--- src/rtl/addsub_seq.sv ---
// Multi-cycle adder/subtractor: processes CHUNK bits per clock, LSB slice first,
// with a valid/ready handshake on both the operand and the result side.
module addsub_seq #(
    parameter int unsigned WIDTH = 8,
    parameter int unsigned CHUNK = 4
) (
    input  logic             clk,
    input  logic             rst_n,
    input  logic             in_valid,
    output logic             in_ready,
    input  logic [WIDTH-1:0] a,
    input  logic [WIDTH-1:0] b,
    input  logic [1:0]       op,
    input  logic             cin,
    output logic             out_valid,
    input  logic             out_ready,
    output logic [WIDTH-1:0] result,
    output logic             flag_c,
    output logic             flag_v,
    output logic             flag_z,
    output logic             flag_n
);

    localparam int unsigned N    = (CHUNK >= 1) ? WIDTH / CHUNK : 1;
    localparam int unsigned IDXW = (N > 1) ? $clog2(N) : 1;

    generate
        if (CHUNK < 1 || (WIDTH % CHUNK) != 0) begin : g_bad_params
            $error("addsub_seq: WIDTH must be a non-zero multiple of CHUNK");
        end
    endgenerate

    typedef enum logic [1:0] {IDLE, RUN, DONE} state_t;

    state_t            state_q, state_d;
    logic [WIDTH-1:0]  a_q, a_d;
    logic [WIDTH-1:0]  b_q, b_d;      // effective operand: b or ~b
    logic              sub_q, sub_d;
    logic              carry_q, carry_d;
    logic [IDXW-1:0]   idx_q, idx_d;
    logic [WIDTH-1:0]  res_q, res_d;
    logic              c_q, c_d, v_q, v_d, z_q, z_d, n_q, n_d;

    int unsigned       base;
    logic [CHUNK-1:0]  sl_a, sl_b;
    logic [CHUNK:0]    sum;

    always_comb begin
        state_d = state_q;
        a_d     = a_q;
        b_d     = b_q;
        sub_d   = sub_q;
        carry_d = carry_q;
        idx_d   = idx_q;
        res_d   = res_q;
        c_d     = c_q;
        v_d     = v_q;
        z_d     = z_q;
        n_d     = n_q;

        base = 32'(idx_q) * CHUNK;
        sl_a = a_q[base +: CHUNK];
        sl_b = b_q[base +: CHUNK];
        sum  = {1'b0, sl_a} + {1'b0, sl_b} + {{CHUNK{1'b0}}, carry_q};

        in_ready  = (state_q == IDLE);
        out_valid = (state_q == DONE);

        case (state_q)
            IDLE: begin
                if (in_valid) begin
                    a_d   = a;
                    b_d   = op[0] ? ~b : b;
                    sub_d = op[0];
                    case (op)
                        2'b00:   carry_d = 1'b0;
                        2'b01:   carry_d = 1'b1;
                        2'b10:   carry_d = cin;
                        default: carry_d = ~cin;
                    endcase
                    idx_d   = '0;
                    state_d = RUN;
                end
            end
            RUN: begin
                res_d[base +: CHUNK] = sum[CHUNK-1:0];
                carry_d = sum[CHUNK];
                idx_d   = idx_q + 1'b1;
                if (idx_q == IDXW'(N - 1)) begin
                    // Last slice: its sum carries the result MSB and the final carry.
                    c_d     = sum[CHUNK] ^ sub_q;
                    n_d     = sum[CHUNK-1];
                    z_d     = (res_d == '0);
                    v_d     = (a_q[WIDTH-1] == b_q[WIDTH-1]) && (sum[CHUNK-1] != a_q[WIDTH-1]);
                    state_d = DONE;
                end
            end
            DONE: begin
                if (out_ready) state_d = IDLE;
            end
            default: state_d = IDLE;
        endcase
    end

    always_ff @(posedge clk) begin
        if (!rst_n) begin
            state_q <= IDLE;
            a_q     <= '0;
            b_q     <= '0;
            sub_q   <= 1'b0;
            carry_q <= 1'b0;
            idx_q   <= '0;
            res_q   <= '0;
            c_q     <= 1'b0;
            v_q     <= 1'b0;
            z_q     <= 1'b0;
            n_q     <= 1'b0;
        end else begin
            state_q <= state_d;
            a_q     <= a_d;
            b_q     <= b_d;
            sub_q   <= sub_d;
            carry_q <= carry_d;
            idx_q   <= idx_d;
            res_q   <= res_d;
            c_q     <= c_d;
            v_q     <= v_d;
            z_q     <= z_d;
            n_q     <= n_d;
        end
    end

    assign result = res_q;
    assign flag_c = c_q;
    assign flag_v = v_q;
    assign flag_z = z_q;
    assign flag_n = n_q;

endmodule

--- config.mk ---
export PLATFORM = sky130hd
export DESIGN_NAME = addsub_seq
export DESIGN_NICKNAME = d
export VERILOG_FILES = /design/src/rtl/addsub_seq.sv
export SDC_FILE = /design/constraint.sdc
export NUM_CORES = 1
export LEC_CHECK = 0
export CORE_ASPECT_RATIO = 1.25
export CORE_MARGIN = 2
export CORE_UTILIZATION = 53
export DETAILED_ROUTE_END_ITERATION = 8
export PLACE_DENSITY = 0.86
export SLEW_MARGIN = 20
export SYNTH_ARGS = -nofsm -noshare
export SYNTH_HDL_FRONTEND = slang
export SYNTH_SLANG_ARGS = --single-unit
--- constraint.sdc ---
create_clock -name clk -period 5.8 [get_ports clk]
set_input_delay 1.74 -clock clk [delete_from_list [all_inputs] [get_ports clk]]
set_output_delay 1.74 -clock clk [all_outputs]
set_load 0.02 [all_outputs]
==> results.py, run 1 <==
metrics = {
    "placement": {
        "port_buffers": 36,
        "gp_congestion": 0.783,
        "dp_slack_ps": 2270,
        "dpl.hpwl_um": 2490,
        "place_area_um2": 1950,
        "place_inst": 231,
    },
    "critical_path": {
        "critPathKind": "reg2out",
        "r2r_end": "carry_q$_SDFFE_PN0P_",
        "worstSetupStartpointType": "flip-flop",
        "crit_fanout": 6,
        "crit_path_end_kind": "output pin",
        "r2r_cells": 8,
        "r2r-start": "idx_q$_SDFFE_PN0P_",
        "arrival_ps": 1520,
        "required_ps": 4060,
        "r2r_setup_slack_ps": 3150,
    },
    "synth": {
        "ys_seq_area_frac": 0.415,
        "ys_warn_count": 0,
        "synth_cell_types": 38,
        "synthesis.area_um2": 1590,
        "synth_fp_nets": 198,
        "ys_ff_latch": 33,
        "postSynthCellCount": 170,
        "yosysTopAreaCell": "dfxtp_1",
        "synth_area_leaders": "dfxtp_1 42%, nand2_1 9.0%, o211a_1 7.5%",
        "synth.avg_cell_area_um2": 9.36,
        "synth_top_cell_area_share": 0.415,
    },
    "finish": {
        "fin_util": 0.689,
        "nets": 230,
        "layout-drive-gt1-share": 0.0739,
        "diodes": 0,
        "final_area_um2": 1990,
        "fill_cells": 231,
        "areaGrowthSynthToFinish_pct": 25.1,
        "final-instance-count-excl-fill": 239,
    },
    "timing": {
        "drv_slew": 0,
        "fin_tns_setup_ps": 0,
        "max_freq_ghz": 0.307,
        "period_minus_slack_ps": 3260,
        "hold_viol": 0,
        "fin_ws_ps": 2540,
        "post-route-period-util": 0.561,
        "fin_skew_ps": 6.45,
        "tightest_slew_ps": 821,
        "grt_setup_unrepaired": "no",
        "relSlewSlack": 0.453,
        "setup_viol": 0,
    },
    "hold_path": {
        "min_from": "flag_n$_SDFFE_PN0P_",
        "hp-class": "reg2reg",
        "min_to": "flag_n$_SDFFE_PN0P_",
        "hold_depth": 2,
    },
    "power_and_ir_drop": {
        "switching_share": 0.285,
        "p_leak_nw": 0.858,
        "power.share.combinational": 0.230,
        "peakVddDrop_v": 0.000188,
        "seqPwrFrac": 0.525,
        "p_int_uw": 348,
        "powerDensity_nw_per_um2": 245,
        "pwr-share-clk": 0.246,
        "power_switching_uw": 139,
    },
    "clock_tree": {
        "ctsHoldBuffers": 0,
        "cts_setup_buffers": 0,
        "cts_buffer_depth": 2,
        "cts_buffers": 5,
        "post_cts_resized": 0,
        "htreeDepth": 2,
        "cts.sinks": 33,
        "root_buffer": "clkbuf_4",
        "cts_tree": "built",
        "clock_latency_ps": 330,
        "clkTransAtPathRegs_ps": 90,
    },
    "route": {
        "wire_per_inst_um": 13.4,
        "drc": 0,
        "antenna_left": 0,
        "dr.pass1.iters": 5,
        "via_per_inst": 5.46,
        "wirelength_um": 3200,
        "drt_iter0_drc": 20,
        "num_vias": 1304,
    },
    "floorplanning": {
        "die_area_um2": 3460,
        "num_rows": 22,
        "pin_count": 37,
        "die_y_um": 65.3,
        "core_um2": 2890,
        "die_w_um": 53.0,
        "initial_core_util": 0.551,
    },
    "global_route": {
        "grt_max_degree": 39,
        "grt_pass1_vias": 1231,
        "gr-total-overflow": 0,
        "grt_pass1_wl_um": 5390,
        "grt_usage": 0.216,
        "antenna_found_initial": 0,
    },
    "flow_run": {
        "maxCapViolCount": 0,
    },
    "run_status": {
        "status": "finished clean",
    },
}
## worst max-delay path, cell delays in order, from the launching register on
cell             delay, ps
dfxtp_1                390
nor2b_1                180
clkdlybuf4s50_1        620
## state kept, by name (all words and copies together) (netlist names)
name / count
state_q: 2
a_q: 8
flag_n: 1
flag_c: 1
result: 8
idx_q: 1
carry_q: 1
b_q: 8
flag_z: 1
flag_v: 1
sub_q: 1
## cell usage after synthesis (all sizes together)
master / instances
clkbuf: 4
and2: 2
mux2: 6
a31oi: 1
or4: 2
o21a: 3
a21boi: 12
fa: 2
nand3: 3
nand4: 1
or3b: 1
dfxtp: 33
nand2: 38
buf: 7
ha: 3
and3b: 2
o221ai: 2
nand3b: 3
and3: 2
nor2b: 2
a31o: 1
o211ai: 1
nand2b: 1
or2: 1
o22ai: 1
xor2: 1
mux2i: 2
nor2: 2
o211a: 12
a21o: 1
a21oi: 2
xnor2: 9
inv: 2
nor4b: 1
o21ai: 4
## cells by family (layout without fill, tap and decap cells)
logic type	count (synthesis)	count (layout)	synth area share
adders and majority gates	5	5	0.0487
muxes	8	8	0.0550
xor gates and xnor gates	10	10	0.0550
DFF	33	33	0.415
AOI/OAI and AO/OA	40	40	0.200
and+or+nand+nor	61	61	0.190
buffers and inverters	13	46	0.0362
## per-layer routing
layer | vias up | track usage | share of wire
met5 | - | 0 | 0
met4 | 0 | 0.109 | 0.022
met3 | 9 | 0.0682 | 0.050
met2 | 40 | 0.377 | 0.53
met1 | 596 | 0.226 | 0.40
li1 | 659 | - | -
## power groups by stage
| stage | Clock (mW) | Combinational (mW) | Sequential (mW) |
|---|---|---|---|
| global placement | 0 | 0.108 | 0.259 |
| floorplan | 0 | 0.0721 | 0.261 |
| global route | 0.131 | 0.123 | 0.258 |
| detailed placement | 0 | 0.113 | 0.260 |
| CTS | 0.123 | 0.113 | 0.255 |
| finish | 0.120 | 0.112 | 0.255 |
## cells in the final DEF, fill, tap and decap left out, drive strengths merged, types with 3 or more instances in the layout
master and instances:
o21ai 4, dfxtp 33, o21a 3, a21boi 12, nand2 38, xnor2 9, mux2 6, o211a 12
nand3b 3, clkdlybuf4s50 35, clkbuf 8, nand3 3, ha 3
## per-stage QoR
step,power [mW],hold WS [ps]
floorplan,0.333,434
global placement,0.367,444
detailed placement,0.373,453
CTS,0.491,466
global route,0.512,487
finish,0.487,464
## worst max-delay path by stage
stage / start / to / slack [ps] / cells after the start
final: state_q[1]$_SDFFE_PN0P_ / out_valid / 2540 / 2
after global routing: state_q[1]$_SDFFE_PN0P_ / out_valid / 2440 / 2
after CTS: state_q[1]$_SDFFE_PN0P_ / out_valid / 2530 / 2
after detailed placement: rst_n / flag_z$_SDFFE_PN0P_ / 2270 / 3
after global placement: rst_n / flag_z$_SDFFE_PN0P_ / 2340 / 3
after floorplan: in_valid / carry_q$_SDFFE_PN0P_ / 3180 / 4
## layout make-up
cell class | count | area, um2 | area share
multi-input cells | 124 | 873 | 0.439
flip-flops and latches | 33 | 661 | 0.332
repair buffers | 36 | 355 | 0.179
clock buffers | 8 | 48.8 | 0.0245
well taps | 36 | 45.0 | 0.0226
inverters | 2 | 7.51 | 0.00377
No activity file was read; power rests on OpenSTA's default activity.
==> run 2: changes to the inputs <==
Settings changed: CORE_UTILIZATION 53 to 49, PLACE_DENSITY 0.86 to 0.81.
Clock period 5.8 ns to 3.4 ns, I/O delays scaled along.
==> results.py, run 2 (synthesis results as in run 1) <==
metrics = {
    "timing": {
        "fin_tns_setup_ps": 0,
        "period_minus_slack_ps": 2500,
        "grt_setup_unrepaired": "no",
        "post-route-period-util": 0.736,
        "max_freq_ghz": 0.400,
        "relSlewSlack": 0.467,
        "fin_skew_ps": 2.41,
        "setup_viol": 0,
        "tightest_slew_ps": 800,
        "hold_viol": 0,
        "drv_slew": 0,
        "fin_ws_ps": 898,
    },
    "global_route": {
        "grt_pass1_vias": 1284,
        "grt_usage": 0.215,
        "antenna_found_initial": 0,
        "gr-total-overflow": 0,
        "grt_pass1_wl_um": 5700,
        "grt_max_degree": 27,
    },
    "clock_tree": {
        "ctsHoldBuffers": 0,
        "cts_buffers": 5,
        "cts_setup_buffers": 0,
        "clock_latency_ps": 280,
        "cts.sinks": 33,
        "cts_buffer_depth": 2,
        "clkTransAtPathRegs_ps": 60,
        "root_buffer": "clkbuf_8",
        "htreeDepth": 2,
        "post_cts_resized": 0,
        "cts_tree": "built",
    },
    "route": {
        "drt_iter0_drc": 14,
        "top_layer_used": "met4",
        "wire_per_inst_um": 13.8,
        "wl_met2_um": 1790,
        "via_per_inst": 5.34,
        "num_vias": 1293,
        "drc": 0,
        "dr.pass1.iters": 4,
        "route.met3.wl_um": 149,
        "met1_length_um": 1310,
        "wirelength_um": 3340,
        "antenna_left": 0,
    },
    "floorplanning": {
        "core_um2": 3170,
        "die_w_um": 55.0,
        "initial_core_util": 0.503,
        "die_area_um2": 3720,
        "num_rows": 23,
        "pin_count": 37,
        "die_y_um": 67.7,
    },
    "finish": {
        "final_cell_mix": "38 x nand2_1, 36 x clkdlybuf4s50_1, 33 x dfxtp_1, 12 x o211a_1, 9 x xnor2_1",
        "final-instance-count-excl-fill": 242,
        "fill_cells": 265,
        "multi_input_area_um2": 873,
        "final-seq-area_um2": 661,
        "layout_commonest_cell": "nand2_1",
        "layout-drive-gt1-share": 0.0780,
        "diodes": 0,
        "areaGrowthSynthToFinish_pct": 28.4,
        "fin_util": 0.645,
        "nets": 232,
    },
    "run_status": {
        "status": "finished clean",
    },
    "placement": {
        "dpl.hpwl_um": 2520,
        "dp_slack_ps": 828,
        "place_inst": 234,
        "port_buffers": 36,
        "gp_congestion": 0.761,
    },
    "critical_path": {
        "crit_fanout": 9,
        "arrival_ps": 2720,
        "critPathKind": "reg2reg",
        "crit_path_end_kind": "flip-flop",
        "worstSetupStartpointType": "flip-flop",
        "required_ps": 3620,
    },
    "power_and_ir_drop": {
        "powerDensity_nw_per_um2": 446,
        "p_leak_nw": 0.881,
        "peakVddDrop_v": 0.000395,
    },
    "hold_path": {
        "hp-class": "reg2reg",
    },
    "flow_run": {
        "maxCapViolCount": 0,
    },
}
==> run 2: changes by cell type in the layout (fill, tap and decap cells not counted), sizes merged <==
cell / delta
clkdlybuf4s50: +1
buf: +1
==> run 2: final timing paths <==
path	to	cells after the start	startpoint	slack, ps
worst max-delay path	flag_v$_SDFFE_PN0P_	7	idx_q$_SDFFE_PN0P_	900
worst min-delay path	a_q[0]$_SDFFE_PN0P_	2	a_q[0]$_SDFFE_PN0P_	460
worst max register to register	flag_v$_SDFFE_PN0P_	7	idx_q$_SDFFE_PN0P_	900
worst min register to register	a_q[0]$_SDFFE_PN0P_	2	a_q[0]$_SDFFE_PN0P_	460
==> run 2: layout make-up <==
class                   instances  share of cell area
clock buffers                   8              0.0392
inverters                       2             0.00367
multi-input cells             124               0.427
flip-flops and latches         33               0.323
well taps                      37              0.0227
repair buffers                 38               0.184
==> run 2: where the power goes <==
| group | total [mW] | switching (mW) | internal (mW) |
|---|---|---|---|
| Sequential | 0.434 | 0.0196 | 0.414 |
| Clock | 0.283 | 0.138 | 0.145 |
| Combinational | 0.195 | 0.0944 | 0.101 |
==> run 2: critical path: stages (launching register included) <==
cell,delay (ps)
dfxtp_1,560
buf_4,220
mux2_2,330
ha_1,350
a21oi_1,210
a21boi_1,120
or4_1,470
a31oi_1,160
==> run 2: per-stage QoR <==
stage,hold WS (ps),power (mW),area [um2]
6_report,459,0.912,2040
2_1_floorplan,434,0.568,1590
3_3_place_gp,447,0.629,1960
3_5_place_dp,452,0.638,1960
5_1_grt,486,0.961,2040
4_1_cts,461,0.919,2040
==> run 2: routing by layer <==
layer | GRT usage | up-vias
met3 | 0.0664 | 9
met2 | 0.372 | 34
li1 | - | 657
met1 | 0.233 | 593
met5 | 0 | -
met4 | 0.101 | 0
